File: config.mk
export PLATFORM = sky130hd
export DESIGN_NAME = ook_demod
export DESIGN_NICKNAME = d
export VERILOG_FILES = /design/src/rtl/ook_pkg.sv /design/src/rtl/ook_env_det.sv /design/src/rtl/ook_demod.sv
export SDC_FILE = /design/constraint.sdc
export NUM_CORES = 1
export LEC_CHECK = 0
export ABC_AREA = 1
export CORE_ASPECT_RATIO = 1.2
export CORE_UTILIZATION = 51
export DETAILED_ROUTE_END_ITERATION = 10
export GPL_TIMING_DRIVEN = 0
export HOLD_SLACK_MARGIN = 0.06
export PLACE_DENSITY = 0.86
export REMOVE_ABC_BUFFERS = 1
export SLEW_MARGIN = 10
export SYNTH_ARGS = -nofsm -noshare
export SYNTH_HDL_FRONTEND = slang
export SYNTH_SLANG_ARGS = --single-unit
File: constraint.sdc
create_clock -name clk -period 1.6 [get_ports clk]
set_input_delay 0.24 -clock clk [delete_from_list [all_inputs] [get_ports clk]]
set_output_delay 0.24 -clock clk [all_outputs]
set_load 0.01 [all_outputs]
File: src/rtl/ook_pkg.sv
// Shared definitions for the OOK receiver: bit-FSM states, ADC mid-scale and frame length.
package ook_pkg;

  typedef enum logic [1:0] {
    IDLE  = 2'd0,
    START = 2'd1,
    DATA  = 2'd2,
    STOP  = 2'd3
  } state_t;

  localparam logic [7:0]  ADC_MID    = 8'd128;
  localparam int unsigned FRAME_BITS = 8;
  localparam int unsigned IDX_W      = $clog2(FRAME_BITS);

  // |sample - mid-scale| for offset-binary samples; range 0..128
  function automatic logic [7:0] adc_mag(input logic [7:0] s);
    return (s >= ADC_MID) ? (s - ADC_MID) : (ADC_MID - s);
  endfunction

endpackage

File: src/rtl/ook_env_det.sv
// Carrier envelope detector: magnitude, integrate-and-dump, threshold decision.
// Optional hysteresis when OOK_DEMOD_HYST_EN is defined.
module ook_env_det
  import ook_pkg::*;
#(
  parameter int unsigned WIN_LOG2 = 4
) (
  input  logic       clk,
  input  logic       rst,
  input  logic [7:0] adc,
  input  logic [7:0] thresh_hi,
  input  logic [7:0] thresh_lo,
  output logic       det
);

  localparam int unsigned ACC_W = 8 + WIN_LOG2;

  logic [7:0]          mag_c;
  logic [ACC_W-1:0]    sum_c;
  logic [ACC_W-1:0]    acc_q, acc_d;
  logic [WIN_LOG2-1:0] win_cnt_q, win_cnt_d;
  logic [7:0]          env_q, env_d;
  logic                env_vld_q, env_vld_d;
  logic                det_q, det_d;

  always_ff @(posedge clk or posedge rst) begin
    if (rst) begin
      acc_q     <= '0;
      win_cnt_q <= '0;
      env_q     <= '0;
      env_vld_q <= 1'b0;
      det_q     <= 1'b0;
    end else begin
      acc_q     <= acc_d;
      win_cnt_q <= win_cnt_d;
      env_q     <= env_d;
      env_vld_q <= env_vld_d;
      det_q     <= det_d;
    end
  end

  always_comb begin
    mag_c     = adc_mag(adc);
    sum_c     = acc_q + ACC_W'(mag_c);
    acc_d     = sum_c;
    win_cnt_d = win_cnt_q + WIN_LOG2'(1);
    env_d     = env_q;
    env_vld_d = 1'b0;
    det_d     = det_q;

    if (&win_cnt_q) begin
      acc_d     = '0;
      env_d     = 8'(sum_c >> WIN_LOG2);
      env_vld_d = 1'b1;
    end

    // Decision is taken the cycle after a fresh envelope value lands
    if (env_vld_q) begin
`ifdef OOK_DEMOD_HYST_EN
      if (thresh_lo > thresh_hi) begin
        det_d = (env_q >= thresh_hi);
      end else if (env_q >= thresh_hi) begin
        det_d = 1'b1;
      end else if (env_q < thresh_lo) begin
        det_d = 1'b0;
      end
`else
      det_d = (env_q >= thresh_hi);
`endif
    end
  end

`ifndef OOK_DEMOD_HYST_EN
  logic unused_thresh_lo;
  assign unused_thresh_lo = ^thresh_lo;
`endif

  assign det = det_q;

endmodule

File: src/rtl/ook_demod.sv
// OOK receiver top: envelope detector plus UART-style bit slicer (start, 8 data LSB first, stop).
// Build option: OOK_DEMOD_HYST_EN enables hysteresis in the carrier decision.
module ook_demod
  import ook_pkg::*;
#(
  parameter int unsigned WIN_LOG2 = 4,
  parameter int unsigned BIT_CYC  = 1024
) (
  input  logic       clk,
  input  logic       rst,
  input  logic [7:0] adc,
  input  logic [7:0] thresh_hi,
  input  logic [7:0] thresh_lo,
  output logic       carrier,
  output logic [7:0] data_out,
  output logic       data_valid,
  output logic       frame_err
);

  localparam int unsigned    CNT_W    = $clog2(BIT_CYC);
  localparam logic [CNT_W-1:0] CNT_FULL = CNT_W'(BIT_CYC - 1);
  localparam logic [CNT_W-1:0] CNT_HALF = CNT_W'(BIT_CYC / 2 - 1);
  localparam logic [IDX_W-1:0] IDX_LAST = IDX_W'(FRAME_BITS - 1);

  logic             det;
  state_t           state_q, state_d;
  logic [CNT_W-1:0] cnt_q, cnt_d;
  logic [IDX_W-1:0] idx_q, idx_d;
  logic [7:0]       sr_q, sr_d;
  logic             det_prev_q, det_prev_d;
  logic [7:0]       data_out_q, data_out_d;
  logic             data_valid_q, data_valid_d;
  logic             frame_err_q, frame_err_d;

  ook_env_det #(
    .WIN_LOG2 (WIN_LOG2)
  ) u_env_det (
    .clk       (clk),
    .rst       (rst),
    .adc       (adc),
    .thresh_hi (thresh_hi),
    .thresh_lo (thresh_lo),
    .det       (det)
  );

  always_ff @(posedge clk or posedge rst) begin
    if (rst) begin
      state_q      <= IDLE;
      cnt_q        <= '0;
      idx_q        <= '0;
      sr_q         <= '0;
      det_prev_q   <= 1'b0;
      data_out_q   <= '0;
      data_valid_q <= 1'b0;
      frame_err_q  <= 1'b0;
    end else begin
      state_q      <= state_d;
      cnt_q        <= cnt_d;
      idx_q        <= idx_d;
      sr_q         <= sr_d;
      det_prev_q   <= det_prev_d;
      data_out_q   <= data_out_d;
      data_valid_q <= data_valid_d;
      frame_err_q  <= frame_err_d;
    end
  end

  // Bit-timing FSM; a held-on carrier cannot re-trigger because IDLE needs a rising edge
  always_comb begin
    state_d      = state_q;
    cnt_d        = cnt_q;
    idx_d        = idx_q;
    sr_d         = sr_q;
    det_prev_d   = det;
    data_out_d   = data_out_q;
    data_valid_d = 1'b0;
    frame_err_d  = 1'b0;

    unique case (state_q)
      IDLE: begin
        if (det && !det_prev_q) begin
          state_d = START;
          cnt_d   = CNT_HALF;
        end
      end
      START: begin
        if (cnt_q != '0) begin
          cnt_d = cnt_q - CNT_W'(1);
        end else if (det) begin
          state_d = DATA;
          cnt_d   = CNT_FULL;
          idx_d   = '0;
        end else begin
          state_d = IDLE;
        end
      end
      DATA: begin
        if (cnt_q != '0) begin
          cnt_d = cnt_q - CNT_W'(1);
        end else begin
          sr_d  = {det, sr_q[7:1]};
          cnt_d = CNT_FULL;
          if (idx_q == IDX_LAST) begin
            state_d = STOP;
          end else begin
            idx_d = idx_q + IDX_W'(1);
          end
        end
      end
      STOP: begin
        if (cnt_q != '0) begin
          cnt_d = cnt_q - CNT_W'(1);
        end else begin
          state_d = IDLE;
          if (!det) begin
            data_out_d   = sr_q;
            data_valid_d = 1'b1;
          end else begin
            frame_err_d  = 1'b1;
          end
        end
      end
      default: state_d = IDLE;
    endcase
  end

  assign carrier    = det;
  assign data_out   = data_out_q;
  assign data_valid = data_valid_q;
  assign frame_err  = frame_err_q;

endmodule
# Word level (Yosys, flattened, before mapping)
# Index checks and enable logic that the tools add are counted.
word_totals:
  regBits: 60
  out_inout_bits: 11
  wordCells: 74
classes:
  addsub: 6
  magnitude_cmp: 2
  eq_ne: 13
  mux: 27
  bitwise: 2
  reduce_logical: 11
ops:
  columns: ["op", "count"]
  rows:
  - ["10-bit two-way mux", 5]
  - ["10-bit case mux with 4 select lines", 1]
  - ["2-bit != test, second input constant", 7]
  - ["12-bit by 8-bit adder with 12-bit output", 1]
  - ["12-bit two-way mux", 1]
  - ["2-bit two-way mux", 6]
  - ["3-bit two-way mux", 4]
  - ["5-bit AND reduction", 2]
  - ["10-bit nonzero test", 1]
  - ["10-bit by 1-bit subtractor with 10-bit output, second input constant", 1]
  - ["8-bit greater-or-equal comparator", 1]
  - ["8-bit greater-or-equal comparator, second input constant", 1]
  - ["8-bit two-way mux", 1]
  - ["2-bit case mux with 4 select lines", 1]
  - ["8-bit subtractor, first input constant", 1]
  - ["8-bit subtractor, second input constant", 1]
  - ["1-bit two-way mux", 7]
  - ["3-bit case mux with 2 select lines", 1]
  - ["3-bit AND reduction", 2]
  - ["4-bit by 1-bit adder with 4-bit output, second input constant", 1]
  - ["2-bit equality test, second input constant", 2]
  - ["4-bit AND reduction", 1]
  - ["3-bit by 1-bit adder with 3-bit output, second input constant", 1]
  - ["3-bit equality test, second input constant", 1]
  - ["other kinds (9)", 10]

# Logic depth before layout (Yosys ltp)
# Gate-level depths: netlist of run 1.
logic_depth:
  ltp_word: 4
  mapped_depth: 16

# Cells and area by module
# A second synthesis of run 1 with hierarchy kept.
hier_totals:
  cells_unflattened: 486
  hier_area_um2: 3776.1
modules_own_cells:
  columns: ["mod", "n_inst", "cells_per_inst", "area_per_inst_um2", "seq_area_each_um2"]
  rows:
  - ["ook_demod", 1, 242, 1989.4, 850.8]
  - ["ook_env_det", 1, 244, 1786.7, 650.6]

# Worst setup path before layout of run 1
# Ideal clock, no wire load.
synth_path:
  path_type: "input-to-reg"
  start: "input adc[3]"
  end: "register u_env_det.env_q[4]"
  arrival_time_ps: 1888
  required_time_ps: 1517
  setup_slack_ps: -371
  cell_stages: 13
  n_path_buf: 0
  cell_sequence: "or2_2 > nor2_1 > nand2_1 > nand2_1 > xor2_1 > ha_1 > a21oi_1 > nor2_1 > nor2_1 > nand2_1 > nand2_1 > nand2_1 > o21ai_0"
synth_between:
  elab_chain_cells: 3
  elab_cells_between_ends: 5
synth_lines:
  columns: ["item", "line", "rtl"]
  rows:
  - ["start: declaration", "ook_demod.sv:11", "input logic [7:0] adc,"]
  - ["8-bit subtractor or 8-bit greater-or-equal comparator (tied branches)", "ook_pkg.sv:17", "return (s >= ADC_MID) ? (s - ADC_MID) : (ADC_MID - s);"]
  - ["8-bit two-way mux (*)", "ook_pkg.sv:17", null]
  - ["12-bit by 8-bit adder with 12-bit output (*)", "ook_env_det.sv:44", "sum_c = acc_q + ACC_W'(mag_c);"]
  - ["end signal: assignment", "ook_env_det.sv:36", "env_q <= env_d;"]
  - ["end: declaration", "ook_env_det.sv:22", "logic [7:0] env_q, env_d;"]
# Mark *: on every way between the ends. The rest lies on a longest branch, timed or not.
# A chain may end at the register's enable or synchronous reset.

# Worst setup path in the final report of run 1
layout_path:
  start: "input adc[2]"
  end: "register u_env_det.env_q[3]"
# Same word-level chain as after synthesis.

==> results of run 1 <==
==> stage by stage <==
stage | TNS [ns] | instances | instance area, sq um | total power, uW | utilization, %
6_report | -3.12 | 599 | 4780 | 4290 | 73.3
2_1_floorplan | -12.04 | 439 | 3470 | 2340 | -
3_3_place_gp | -87.91 | 552 | 3860 | 2540 | 59.1
4_1_cts | -2.33 | 578 | 4280 | 4040 | 65.6
5_1_grt | -4.93 | 599 | 4780 | 4490 | 73.3
3_5_place_dp | -23.83 | 553 | 3880 | 2590 | 59.5
==> power by group through the flow <==
stage / registers, uW / logic [uW] / clock network (uW)
after global routing: 1780 / 1230 / 1480
after CTS: 1750 / 887 / 1400
after floorplan: 1750 / 590 / 0
after global placement: 1770 / 768 / 0
after detailed placement: 1780 / 817 / 0
final: 1760 / 1120 / 1410
==> state kept, by name (all words and copies together), names as in the netlist, named ones only <==
signal and flops:
u_env_det.env_vld_q 1, data_out 8, cnt_q 10, state_q 1, u_env_det.win_cnt_q 4, u_env_det.det 1, u_env_det.acc_q 12, frame_err 1
det_prev_q 1, sr_q 8, u_env_det.env_q 8, idx_q 3, data_valid 1
==> worst max-delay path by stage <==
stage	end	slack, ns	depth (start not counted)
6_report	u_env_det.env_q[3]	-0.30	13
3_3_place_gp	u_env_det.env_q[4]	-1.11	15
5_1_grt	u_env_det.env_q[3]	-0.39	15
3_5_place_dp	u_env_det.env_q[4]	-1.19	15
4_1_cts	u_env_det.env_q[6]	-0.20	14
2_1_floorplan	u_env_det.env_q[4]	-0.38	13
==> critical path: cells and delay by family <==
family,cells,cell delay (ns)
buffers and inverters,1,0.09
AND/OR/NAND/NOR,9,1.08
adder cells (fa/ha/maj),1,0.41
XOR/XNOR,2,0.36
==> synth_stat cells (2+ instances only) <==
| master | n |
|---|---|
| nand2_1 | 118 |
| inv_1 | 63 |
| dfrtp_1 | 60 |
| nor2_1 | 52 |
| ha_1 | 26 |
| nand3_1 | 25 |
| a21oi_1 | 17 |
| o21ai_1 | 12 |
| o21ai_0 | 11 |
| xor2_1 | 10 |
| nand4_1 | 7 |
| o21ai_2 | 7 |
| or2_2 | 4 |
| nand2_2 | 3 |
| nand3b_1 | 3 |
| buf_2 | 2 |
| clkbuf_1 | 2 |
| nand2_4 | 2 |
| nor2_2 | 2 |
| nor2_4 | 2 |
| xnor2_1 | 2 |
==> layout make-up <==
type,instances,area [sq um]
tap,85,106
timing repair buffer,58,522
timing repair inverter,1,7.51
fill,414,1740
clock inverter,7,73.8
sequential,60,1510
multi-input combinational,314,2190
clock buffer,9,124
inverter,65,253
==> placed cells by master, fill, tap and decap left out, types with 4 or more instances in the layout <==
master           instances
a21oi_2                  8
nand2_1                 94
o21ai_2                 10
a21oi_1                  8
nor2_2                   9
clkdlybuf4s50_1         20
nor2_4                   9
ha_1                    14
dfrtp_1                 57
nand3_2                  6
nor2_1                  38
nand2_2                 25
nand3_4                  4
buf_6                    5
o21ai_1                 13
clkbuf_8                 9
inv_2                   12
buf_4                   28
nand3_1                 16
inv_1                   49
nand4_1                  7
xor2_1                   7
o21ai_0                  7
ha_4                     9
==> per-layer routing <==
metal	vias up	routed length, um	track usage (%)
met4	0	474	14.5
met3	48	521	4.14
met1	1598	3560	25.3
met5	-	0	0
li1	1534	-	-
met2	168	5110	41.3
==> kinds of logic (layout without fill, tap and decap cells) <==
kind of cell    Yosys count  after routing
simple gates            223            223
buf+inv                  71            140
flops                    60             60
compound gates           52             52
fa+ha+maj                27             27
xor+xnor                 12             12
==> timing repair <==
| action | CTS | global route |
|---|---|---|
| resized for setup | 64 | 92 |
| setup buffers | 9 | 20 |
| pin swaps | 35 | 39 |
| endpoints found under the setup margin | 52 | 49 |
| cloned | 0 | 1 |
==> impl_metrics.py, run 1 <==
metrics = {
    "clock_network": {
        "cts_buffer_depth": 2,
        "cts_buffers": 9,
        "cts_tree": "done",
        "cts.clk_slew.worst_paths_ns": 0.07,
        "hold_buffers": 0,
        "clock_latency_ns": 0.35,
        "clock-sinks": 60,
        "ctsRootBufferMaster": "clkbuf_8",
        "htree_num_levels": 3,
    },
    "detailed_routing": {
        "ant_nets": 0,
        "wire_per_inst_um": 16.1,
        "drtIter0Drc": 286,
        "routed_wirelength_um": 9660,
        "dr.pass1.iters": 8,
        "vias": 3348,
        "route.detailed.drc": 0,
        "vias_per_cell": 5.59,
    },
    "sta": {
        "slew_violations": 0,
        "rsz0062_at_grt": "yes",
        "max_slew_margin_pct": 56.1,
        "setup_viol": 21,
        "period_needed_ns": 1.90,
        "hold_violations": 0,
        "fin_skew_ns": 0.00805,
        "max_freq_mhz": 527,
        "fin_ws_ns": -0.296,
        "worst_hold_slack_ns": 0.252,
        "finalCritPeriodShare_pct": 119,
        "worstMarginPinSlew_ns": 0.658,
    },
    "place": {
        "dp_hpwl_um": 4940,
        "io_buffers": 28,
        "post-place-ws_ns": -1.19,
        "place_congestion": 0.829,
    },
    "pwr": {
        "peakVddDrop_mv": 0.531,
        "p_per_area_mw_per_mm2": 897,
        "pwr-share-seq_pct": 41.1,
        "pwr-share-clk_pct": 32.8,
        "sw_frac_of_total_pct": 33.4,
        "p_comb_share_pct": 26.1,
        "p_switching_uw": 1440,
        "leakagePower_uw": 0.00233,
        "p_int_uw": 2860,
    },
    "floorplanning": {
        "dieArea_sq_mm": 0.00721,
        "core_area_sq_mm": 0.00653,
        "die_h_um": 92.8,
        "initial_utilization_pct": 53.7,
        "rows": 32,
        "die_w_um": 77.7,
        "io_pins": 37,
    },
    "worst_setup_path": {
        "rrSetupSlack_ns": -0.11,
        "critical_path.max_stage_delay_ns": 0.41,
        "worstSetupPathType": "in2reg",
        "endpoint_kind": "flop",
        "cp_max_fo": 4,
        "start_kind": "primary input",
        "worst_path_most_repeated_cell": "nand2_1",
        "reg2reg_depth": 11,
        "r2r_start": "u_env_det.acc_q[0]",
        "startpoint": "adc[2]",
        "rr_endpoint": "u_env_det.env_q[6]",
        "crit_arrival_ns": 2.19,
        "critical_path_required_ns": 1.89,
        "path_cells": "buf_6 -> or2_4 -> nor2_4 -> nor2_2 -> xor2_1 -> ha_1 -> nand2_2 -> nor2_1 -> nand2_1 -> nand2_2 -> xor2_1 -> nand2_1 -> nand2_1",
        "slowest_stage": "ha_1",
    },
    "yosys": {
        "syn_inst": 445,
        "yosys_warnings": 0,
        "syn_avg_cell_area_sq_um": 7.88,
        "yosys.area_share.adder_pct": 9.85,
        "synth-async-reset-ratio_pct": 100,
        "synth_cell_types": 36,
        "synth_top_area_share_pct": 42.8,
        "synth_xor_area_share_pct": 3.00,
        "ys_seq_area_share_pct": 42.8,
        "synth_edf_count": 0,
        "synth_top_family_by_area": "simple AND/OR/NAND/NOR gates",
        "ys_ff_latch": 60,
        "synthMuxAreaShare_pct": 0,
        "synth-simple-area-share_pct": 27.9,
        "synth_area_leader_cell": "dfrtp_1",
        "synth-compound-area-share_pct": 8.53,
        "synthTopCellsByArea": "dfrtp_1 43%, nand2_1 13%, ha_1 9.3%",
        "ys.flop_type": "dfrtp_1",
        "synth_area_sq_mm": 0.00351,
    },
    "global_routing": {
        "grt_max_degree": 32,
        "grt_pass1_wl_um": 13000,
        "grt_overflow": 0,
        "grt_pass1_vias": 3087,
        "grt_use_total_pct": 23.2,
        "antenna_found_initial": 0,
    },
    "finish": {
        "drive_gt1_share_pct": 33.5,
        "n_antenna_cell": 0,
        "num-nets-final": 562,
        "area_delta_synth_final_pct": 36.4,
    },
    "worst_hold_path": {
        "whs_endpoint": "u_env_det.acc_q[0]",
        "hold_class": "in2reg",
        "hp-start": "adc[0]",
        "hold_depth": 4,
    },
    "run": {
        "maxCapViolCount": 0,
    },
    "run_status": {
        "violations": "setup timing",
        "status": "finished, violations left",
    },
}
(Power assumes the default switching activity.)
==> run 2, diff against run 1 <==
- CORE_UTILIZATION: 51 -> 40
- PLACE_DENSITY: 0.86 -> 0.72
- clock period: 1.6 -> 1.7 ns (I/O delays scaled with it)
==> impl_metrics.py, run 2 (synthesis results as in run 1) <==
metrics = {
    "run_status": {
        "violations": "setup timing",
        "status": "finished, violations left",
    },
    "global_routing": {
        "grt_overflow": 0,
        "grt_use_total_pct": 16.4,
        "grt_pass1_wl_um": 11800,
        "grt_pass1_vias": 2859,
        "antenna_found_initial": 0,
        "grt_max_degree": 61,
    },
    "detailed_routing": {
        "vias": 2918,
        "route.detailed.drc": 0,
        "drtIter0Drc": 103,
        "dr_wl_met3_um": 196,
        "wire_per_inst_um": 11.3,
        "dr.pass1.iters": 4,
        "vias_per_cell": 4.76,
        "wl_met1_um": 2850,
        "ant_nets": 0,
        "routed_wirelength_um": 6950,
        "route.met2.wl_um": 3770,
        "routed.top_layer": "met4",
    },
    "sta": {
        "worstMarginPinSlew_ns": 0.719,
        "max_freq_mhz": 538,
        "max_slew_margin_pct": 52.1,
        "fin_skew_ns": 0.00795,
        "slew_violations": 0,
        "period_needed_ns": 1.86,
        "hold_violations": 0,
        "rsz0062_at_grt": "yes",
        "fin_ws_ns": -0.159,
        "setup_viol": 12,
        "finalCritPeriodShare_pct": 109,
    },
    "clock_network": {
        "cts_tree": "done",
        "cts_buffers": 9,
        "ctsRootBufferMaster": "clkbuf_8",
        "cts.clk_slew.worst_paths_ns": 0.08,
        "htree_num_levels": 3,
        "cts_buffer_depth": 2,
        "clock_latency_ns": 0.34,
        "clock-sinks": 60,
    },
    "finish": {
        "final_cell_mix": "98 x nand2_1, 60 x dfrtp_1, 51 x inv_1",
        "num-fill-cells": 804,
        "layout_commonest_cell": "nand2_1",
        "regMostFlops": "u_env_det.acc_q",
        "largest_reg_flops": 12,
        "num-nets-final": 544,
        "finalNonFillerCells": 613,
        "top_regs": "u_env_det.acc_q: 12 flops, cnt_q: 10 flops",
        "n_antenna_cell": 0,
        "drive_gt1_share_pct": 24.4,
        "area_delta_synth_final_pct": 27.7,
    },
    "place": {
        "place_congestion": 0.892,
        "io_buffers": 28,
        "dp_hpwl_um": 4810,
        "placedCellCount": 584,
    },
    "worst_setup_path": {
        "crit_arrival_ns": 2.10,
        "endpoint_kind": "flop",
        "cp_max_fo": 5,
        "worstSetupPathType": "in2reg",
        "rrSetupSlack_ns": 0.03,
        "critical_path_required_ns": 1.94,
        "start_kind": "primary input",
    },
    "pwr": {
        "peakVddDrop_mv": 0.451,
        "p_per_area_mw_per_mm2": 865,
        "leakagePower_uw": 0.00221,
        "fin_total_pwr_uw": 3870,
    },
    "floorplanning": {
        "dieArea_sq_mm": 0.00914,
        "initial_utilization_pct": 41.2,
        "io_pins": 37,
        "core_area_sq_mm": 0.00852,
        "die_h_um": 105,
        "die_w_um": 87.5,
        "rows": 37,
    },
    "run": {
        "maxCapViolCount": 0,
    },
    "worst_hold_path": {
        "hold_class": "in2reg",
    },
}
## run 2: changes by cell type in the layout (fill, tap and decap cells not counted), sizes merged
cell,change
buf,-18
clkbuf,+1
clkdlybuf4s15,+1
clkdlybuf4s50,+1
clkinv,-2
clkinvlp,+1
dlygate4sd2,-1
dlymetal6s2s,-1
## run 2: area by class of cell
class,instances,area [sq um],share of cell area [%]
Clock inverter,7,75.1,1.68
Clock buffer,9,124,2.77
Multi-Input combinational cell,314,2000,44.7
Sequential cell,60,1500,33.5
Tap cell,117,146,3.27
Timing Repair Buffer,41,374,8.36
Inverter,65,253,5.65
## run 2: critical path: stages
cell             delay (ns)
clkdlybuf4s50_1        0.55
xor2_1                 0.22
ha_1                   0.32
nand2_2                0.15
inv_2                  0.06
nand2_2                0.07
nand2_2                0.06
inv_2                  0.05
nand2_2                0.06
xor2_2                 0.17
and2_1                 0.13
## run 2: timing repair
item / CTS / global route
pin swaps: 33 / 25
resized for setup: 61 / 48
buffers inserted: 6 / 8
hold buffers: 0 / 0
setup endpoints to repair: 48 / 49
## run 2: worst paths after layout
check | from | cells after the start | end
worst max-delay path | adc[6] | 11 | u_env_det.acc_q[7]
worst min-delay path | adc[0] | 4 | u_env_det.acc_q[0]
worst max register to register | u_env_det.acc_q[0] | 11 | u_env_det.env_q[4]
worst min register to register | u_env_det.det | 0 | det_prev_q
max in group asynchronous | rst | 2 | cnt_q[9]
min in group asynchronous | rst | 2 | data_out[7]
## run 2: per-layer routing
layer	GRT usage (%)	vias to the layer above
li1	-	1495
met1	18.0	1375
met2	29.5	33
met3	4.50	15
met4	5.97	0
met5	0	-
## run 2: report_power, final
| part | internal [uW] | switching, uW | total (uW) |
|---|---|---|---|
| clock | 683 | 612 | 1290 |
| combinational | 395 | 539 | 934 |
| sequential | 1560 | 78.8 | 1640 |
## run 2: metrics by stage
step	worst slack [ns]	instance area [sq um]	utilization, %	hold slack, ns	TNS, ns
2_1_floorplan	-0.290	3470	-	0.421	-5.54
3_3_place_gp	-1.13	3900	45.8	0.405	-85.95
3_5_place_dp	-1.13	3900	45.8	0.417	-19.77
4_1_cts	-0.151	4270	50.1	0.276	-1.15
5_1_grt	-0.239	4480	52.6	0.242	-2.38
6_report	-0.159	4480	52.6	0.233	-1.01
==> run 3, diff against run 2 <==
- PLACE_DENSITY: 0.72 -> 0.7
- REMOVE_ABC_BUFFERS: 1 -> not set
- clock period: 1.7 -> 2.18 ns (I/O delays scaled with it)
==> impl_metrics.py, run 3 (synthesis results as in run 1) <==
metrics = {
    "run_status": {
        "status": "finished, final reports clean",
    },
    "clock_network": {
        "ctsRootBufferMaster": "clkbuf_8",
        "cts_buffer_depth": 2,
        "hold_buffers": 0,
        "cts_tree": "done",
        "cts_buffers": 9,
        "clock-sinks": 60,
        "htree_num_levels": 3,
        "clock_latency_ns": 0.34,
        "cts.clk_slew.worst_paths_ns": 0.07,
    },
    "finish": {
        "largest_reg_flops": 12,
        "multi_input_area_sq_mm": 0.00182,
        "num-nets-final": 539,
        "n_antenna_cell": 0,
        "area_delta_synth_final_pct": 20.7,
        "seq_area_sq_mm": 0.00150,
        "layout_commonest_cell": "nand2_1",
        "final_cell_mix": "110 x nand2_1, 61 x inv_1, 60 x dfrtp_1",
        "top_regs": "u_env_det.acc_q: 12 flops, cnt_q: 10 flops",
        "drive_gt1_share_pct": 13.8,
        "finalNonFillerCells": 608,
        "num-fill-cells": 840,
        "regMostFlops": "u_env_det.acc_q",
    },
    "global_routing": {
        "grt_use_total_pct": 17.4,
        "grt_pass1_wl_um": 12500,
        "antenna_found_initial": 0,
        "grt_overflow": 0,
        "grt_max_degree": 61,
        "grt_pass1_vias": 2883,
    },
    "pwr": {
        "peakVddDrop_mv": 0.443,
        "p_int_uw": 1970,
        "p_switching_uw": 914,
        "leakagePower_uw": 0.00218,
        "fin_total_pwr_uw": 2890,
        "pwr-share-clk_pct": 32.7,
        "pwr-share-seq_pct": 44.4,
        "sw_frac_of_total_pct": 31.7,
        "p_comb_share_pct": 22.8,
        "p_per_area_mw_per_mm2": 683,
    },
    "worst_setup_path": {
        "crit_arrival_ns": 2.28,
        "path_cells": "dlygate4sd2_1 -> inv_1 -> ha_2 -> inv_1 -> nor2_1 -> nor2_1 -> xor2_1 -> ha_1 -> nand2_2 -> inv_1 -> nand2_1 -> nand2_1 -> nor2_1 -> xor2_1 -> o21ai_0",
        "start_kind": "primary input",
        "slowest_stage": "ha_1",
        "worstSetupPathType": "in2reg",
        "startpoint": "adc[1]",
        "cp_max_fo": 4,
        "endpoint_kind": "flop",
        "critical_path_required_ns": 2.40,
        "critical_path.max_stage_delay_ns": 0.34,
        "r2r_start": "cnt_q[0]",
    },
    "sta": {
        "hold_violations": 0,
        "max_slew_margin_pct": 50.5,
        "max_freq_mhz": 485,
        "tns_ns": 0,
        "fin_ws_ns": 0.118,
        "worst_hold_slack_ns": 0.464,
        "slew_violations": 0,
        "fin_skew_ns": 0.00667,
        "setup_viol": 0,
        "period_needed_ns": 2.06,
        "worstMarginPinSlew_ns": 0.743,
        "rsz0062_at_grt": "yes",
        "finalCritPeriodShare_pct": 94.6,
    },
    "place": {
        "place_congestion": 0.866,
        "post-place-ws_ns": -0.682,
        "io_buffers": 27,
        "dp_hpwl_um": 5140,
        "placedCellCount": 589,
    },
    "detailed_routing": {
        "routed_wirelength_um": 7120,
        "wire_per_inst_um": 11.7,
        "ant_nets": 0,
        "route.detailed.drc": 0,
        "vias_per_cell": 4.77,
        "dr.pass1.iters": 4,
        "drtIter0Drc": 113,
        "vias": 2900,
    },
    "floorplanning": {
        "rows": 37,
        "die_h_um": 105,
        "core_area_sq_mm": 0.00852,
        "dieArea_sq_mm": 0.00914,
        "initial_utilization_pct": 41.2,
        "die_w_um": 87.5,
        "io_pins": 37,
    },
    "run": {
        "maxCapViolCount": 0,
    },
    "worst_hold_path": {
        "hp-start": "u_env_det.win_cnt_q[0]",
        "hold_class": "reg2reg",
    },
    "yosys": {
        "syn_nets": 498,
    },
}
run 3: worst paths after layout:
path / to / slack [ns] / depth (start not counted)
worst min register to register: u_env_det.win_cnt_q[0] / 0.46 / 1
max in group asynchronous: u_env_det.acc_q[3] / 1.22 / 2
worst max-delay path: u_env_det.env_q[1] / 0.12 / 15
min in group asynchronous: u_env_det.win_cnt_q[3] / 0.47 / 2
worst min-delay path: u_env_det.win_cnt_q[0] / 0.46 / 1
worst max register to register: cnt_q[7] / 0.33 / 10
run 3: what timing repair did:
item                                   4_1_cts  5_1_grt
gates resized for setup                     18       20
pin swaps                                    9       13
buffers inserted                             2        1
setup endpoints to repair                   16       12
endpoints found under the hold margin        0        0
run 3: metrics by stage:
| step | utilization [%] | instance area [sq um] |
|---|---|---|
| CTS | 49.0 | 4170 |
| finish | 49.7 | 4230 |
| global placement | 46.0 | 3920 |
| global route | 49.7 | 4230 |
| detailed placement | 46.1 | 3930 |
| floorplan | - | 3510 |
run 3: cell type report:
cell class / count / area share, %
multi-input cells: 314 / 43.1
flip-flops and latches: 60 / 35.5
repair buffers: 30 / 6.89
inverters: 65 / 5.83
clock buffers: 11 / 3.58
well taps: 117 / 3.46
clock inverters: 5 / 0.858
plain buffers: 6 / 0.769
run 3: metal layers:
layer | vias to the layer above | global-route usage, % | wire length [um]
li1 | 1488 | - | -
met1 | 1355 | 21.2 | 3130
met2 | 42 | 30.2 | 3680
met3 | 15 | 4.34 | 185
met4 | 0 | 4.57 | 121
met5 | - | 0 | 0
run 3: power by group through the flow:
stage / Combinational (uW) / Sequential (uW) / Clock, uW
floorplan: 435 / 1290 / 0
global placement: 579 / 1300 / 0
detailed placement: 602 / 1300 / 0
CTS: 633 / 1280 / 964
global route: 759 / 1290 / 1030
finish: 659 / 1280 / 946
run 3: critical path: cells and delay by family:
kind,cells,cell delay (ns)
buffers and inverters,4,0.40
XOR/XNOR,2,0.35
AO/OA/AOI/OAI,1,0.09
AND/OR/NAND/NOR,6,0.56
adder cells (fa/ha/maj),2,0.53
